==> config.mk <==
export PLATFORM = sky130hd
export DESIGN_NAME = sipo_deframer
export DESIGN_NICKNAME = d
export VERILOG_FILES = /design/src/rtl/sipo_deframer.sv
export SDC_FILE = /design/constraint.sdc
export NUM_CORES = 1
export LEC_CHECK = 0
export CAP_MARGIN = 40
export CORE_MARGIN = 2
export CORE_UTILIZATION = 44
export DETAILED_ROUTE_END_ITERATION = 10
export PLACE_DENSITY = 0.75
export SLEW_MARGIN = 10
export SYNTH_ARGS = -nofsm -noshare
export SYNTH_HDL_FRONTEND = slang
export SYNTH_SLANG_ARGS = --single-unit
==> constraint.sdc <==
create_clock -name clk -period 2.04 [get_ports clk]
set_input_delay 0.51 -clock clk [delete_from_list [all_inputs] [get_ports clk]]
set_output_delay 0.51 -clock clk [all_outputs]
set_load 0.01 [all_outputs]
==> src/rtl/sipo_deframer.sv <==
// Serial-in/parallel-out deframer: gathers WIDTH enabled bits into a word and
// hands each word downstream through a one-deep holding register.
module sipo_deframer #(
  parameter int WIDTH     = 8,
  parameter bit MSB_FIRST = 1'b1,
  parameter int CNT_W     = $clog2(WIDTH)
) (
  input  logic             clk,
  input  logic             reset,
  input  logic             enable,
  input  logic             serial_in,
  input  logic             frame_sync,
  input  logic             out_ready,
  output logic             out_valid,
  output logic [WIDTH-1:0] parallel_out,
  output logic [WIDTH-1:0] shift_data,
  output logic [CNT_W-1:0] bit_count,
  output logic             overflow,
  input  logic             clear_overflow
);

  localparam logic [CNT_W-1:0] LAST_BIT = CNT_W'(WIDTH - 1);

  logic [WIDTH-1:0] sreg;
  logic [WIDTH-1:0] sreg_next;
  logic             word_done;
  logic             accept;
  logic             drop;

  always_comb begin
    sreg_next = sreg;
    if (MSB_FIRST) sreg_next = {sreg[WIDTH-2:0], serial_in};
    else           sreg_next = {serial_in, sreg[WIDTH-1:1]};
  end

  // Handshake: a word transfers on any edge where out_valid and out_ready are
  // both high; a completed word may refill the holding register on that same
  // edge, otherwise it is dropped while the held word is still unconsumed.
  assign word_done = enable && !frame_sync && (bit_count == LAST_BIT);
  assign accept    = word_done && (!out_valid || out_ready);
  assign drop      = word_done && out_valid && !out_ready;

  always_ff @(posedge clk or posedge reset) begin
    if (reset) begin
      sreg      <= '0;
      bit_count <= '0;
    end else begin
      if (enable) begin
        sreg <= sreg_next;
        if (frame_sync)     bit_count <= CNT_W'(1);
        else if (word_done) bit_count <= '0;
        else                bit_count <= bit_count + CNT_W'(1);
      end else if (frame_sync) begin
        bit_count <= '0;
      end
    end
  end

  always_ff @(posedge clk or posedge reset) begin
    if (reset) begin
      parallel_out <= '0;
      out_valid    <= 1'b0;
    end else if (accept) begin
      parallel_out <= sreg_next;
      out_valid    <= 1'b1;
    end else if (out_valid && out_ready) begin
      out_valid <= 1'b0;
    end
  end

  // A fresh drop outranks a clear requested on the same edge.
  always_ff @(posedge clk or posedge reset) begin
    if (reset)               overflow <= 1'b0;
    else if (drop)           overflow <= 1'b1;
    else if (clear_overflow) overflow <= 1'b0;
  end

  assign shift_data = sreg;

endmodule

==> impl_metrics.tcl <==
set metrics [dict create \
    status "complete, no violations" \
    syn_avg_cell_area_um2 15.0 \
    p_per_area_nw_per_um2 765 \
    htreeDepth 1 \
    cp_slowest_cell "clkdlybuf4s50_1" \
    p_leak_uw 0.000552 \
    grt.total_usage_pct 14.8 \
    worstReg2RegStart "bit_count[0]" \
    ant_nets 0 \
    drive_gt1_share_pct 26.4 \
    timing.rr.end "parallel_out[4]" \
    fmax_ghz 0.564 \
    viasPerCell 4.70 \
    crit_chain "clkdlybuf4s50_1" \
    crit_start "shift_data[5]" \
    start_util_pct 45.7 \
    wl_per_cell_um 12.3 \
    fp.coreArea_um2 1900 \
    final_util_pct 63.8 \
    critPathMaxStageDelay_ns 0.56 \
    cts.reportedPaths.clkPinSlew_ns 0.11 \
    diodes 0 \
    layout_common_cells "clkdlybuf4s50_1, dfrtp_1, mux2_4, mux2_2, buf_4" \
    crit_family "buffers and inverters" \
    fin_setup_tns_ns 0 \
    endpoint "shift_data[5]" \
    synth_top_area_cell "dfrtp_1" \
    critPathBufInv 1 \
    final-max-slew-violation-count 0 \
    drc_errors 0 \
    rsz0062_at_grt "no" \
    clkSinkCount 21 \
    synthesis.instances 58 \
    dpl.hpwl_um 1070 \
    yosys_warnings 0 \
    drtIter0Drc 1 \
    antenna_found_initial 0 \
    clock_path_buffers 2 \
    ir_worst_vdd_mv 0.481 \
    routed_wl_um 1460 \
    routabilityCongestion 0.706 \
    synth_area_um2 870 \
    die_h_um 48.5 \
    synth.distinct_cells 16 \
    grt_pass1_wl_um 2620 \
    final_common_cell "clkdlybuf4s50_1" \
    fin_nets 101 \
    critical_path_class "flip-flop to output pin" \
    grt_max_degree 22 \
    finalSetupViolCount 0 \
    fillers 159 \
    hold_violations 0 \
    drtPass1Iterations 2 \
    cp.required_ns 1.53 \
    cp.arrival_ns 1.26 \
    die_w_um 48.5 \
    worstRegToRegCells 6 \
    synthToLayoutAreaGrowth_pct 39.6 \
    synth_top_area_share_pct 60.4 \
    postCtsSetupBuffers 0 \
    cts_made_buffers 3 \
    fin_crit_sh_pct 86.9 \
    first_global_vias 573 \
    hold_class "flip-flop to flip-flop" \
    tightest_slew_ns 0.254 \
    io-pin-count 28 \
    io_buffers 27 \
    rows 16 \
    skew_ns 0.00549 \
    cts_resized 0 \
    start_kind "flip-flop" \
    synth_fp_nets 67 \
    cts_tree "yes" \
    die_area_um2 2350 \
    placed_cell_area_um2 1190 \
    stdcell_area_um2 1210 \
    regToRegSetupSlack_ns 0.41 \
    critPathCaptureType "output pin" \
    vias 555 \
    ys_seq_area_share_pct 60.4 \
    synth.area.top_cells "dfrtp_1, mux2_4, mux2_2" \
    maxSlewHeadroom_pct 83.1 \
    clk_latency_ns 0.29 \
    cts_root_buf "clkbuf_4" \
    cts_hold_buffers 0 \
    grt-ovfl-total 0 \
    period_needed_ns 1.77 \
    path_max_fanout 4 \
    cp.depth 1 \
    max-cap-violations 0 \
    ys_ff_latch 21 \
]
==> power by group <==
part | switching (µW) | internal [µW]
combinational | 76.5 | 147
sequential | 47.2 | 468
clock | 114 | 76.0
==> cell families (layout without fill, tap and decap cells) <==
family / after synthesis / count (layout) / synth area share, %
flip-flops: 21 / 21 / 60.4
multiplexers: 17 / 17 / 25.3
AND/OR/NAND/NOR: 11 / 11 / 6.76
buffers and inverters: 4 / 37 / 2.73
AO/OA/AOI/OAI: 3 / 3 / 1.87
adder cells (fa/ha/maj): 2 / 2 / 2.88
==> layer usage <==
metal  global-route usage [%]  part of all wire [%]  up-vias
met5                        0                     0        -
met4                     5.71                   1.4        0
met3                     6.79                   5.4        2
met2                     22.7                    47       17
met1                     18.4                    46      273
li1                         -                     -      263
==> final cells by class <==
class	count	area, µm²	share of cell area, %
sequential	21	526	43.3
timing repair buffer	31	300	24.7
clock buffer	4	26.3	2.16
multi-input combinational	33	320	26.4
tap	27	33.8	2.78
inverter	2	7.51	0.619
==> synthesized netlist by cell type <==
cell type / count
inv_1: 2
buf_6: 1
nand2_1: 3
dfrtp_1: 21
nor2b_2: 1
ha_1: 2
o21ai_0: 1
nand3b_1: 2
mux2i_1: 1
nand2b_1: 2
o22ai_1: 1
nor2_1: 3
mux2_2: 8
mux2_4: 8
buf_2: 1
a21oi_1: 1
==> worst min-delay path by stage <==
stage / from / slack (ns) / depth (start not counted) / to
3_3_place_gp: shift_data[7] / 0.50 / 1 / shift_data[7]
4_1_cts: reset / 0.53 / 3 / parallel_out[1]
6_report: parallel_out[0] / 0.52 / 1 / parallel_out[0]
5_1_grt: reset / 0.54 / 3 / parallel_out[1]
3_5_place_dp: parallel_out[0] / 0.50 / 1 / parallel_out[0]
2_1_floorplan: reset / 0.49 / 1 / bit_count[0]
==> through the flow <==
step	std cells	setup slack [ns]	power, µW	hold WS [ns]
2_1_floorplan	58	0.494	607	0.487
3_3_place_gp	114	0.147	745	0.496
3_5_place_dp	114	0.114	750	0.496
4_1_cts	118	0.250	944	0.528
5_1_grt	118	0.196	990	0.537
6_report	118	0.267	929	0.520
==> flip-flops by register name, summed over array words and instances, names as in the netlist <==
| name | count |
|---|---|
| parallel_out | 8 |
| shift_data | 8 |
| bit_count | 3 |
| out_valid | 1 |
| overflow | 1 |
(Power assumes the default switching activity.)
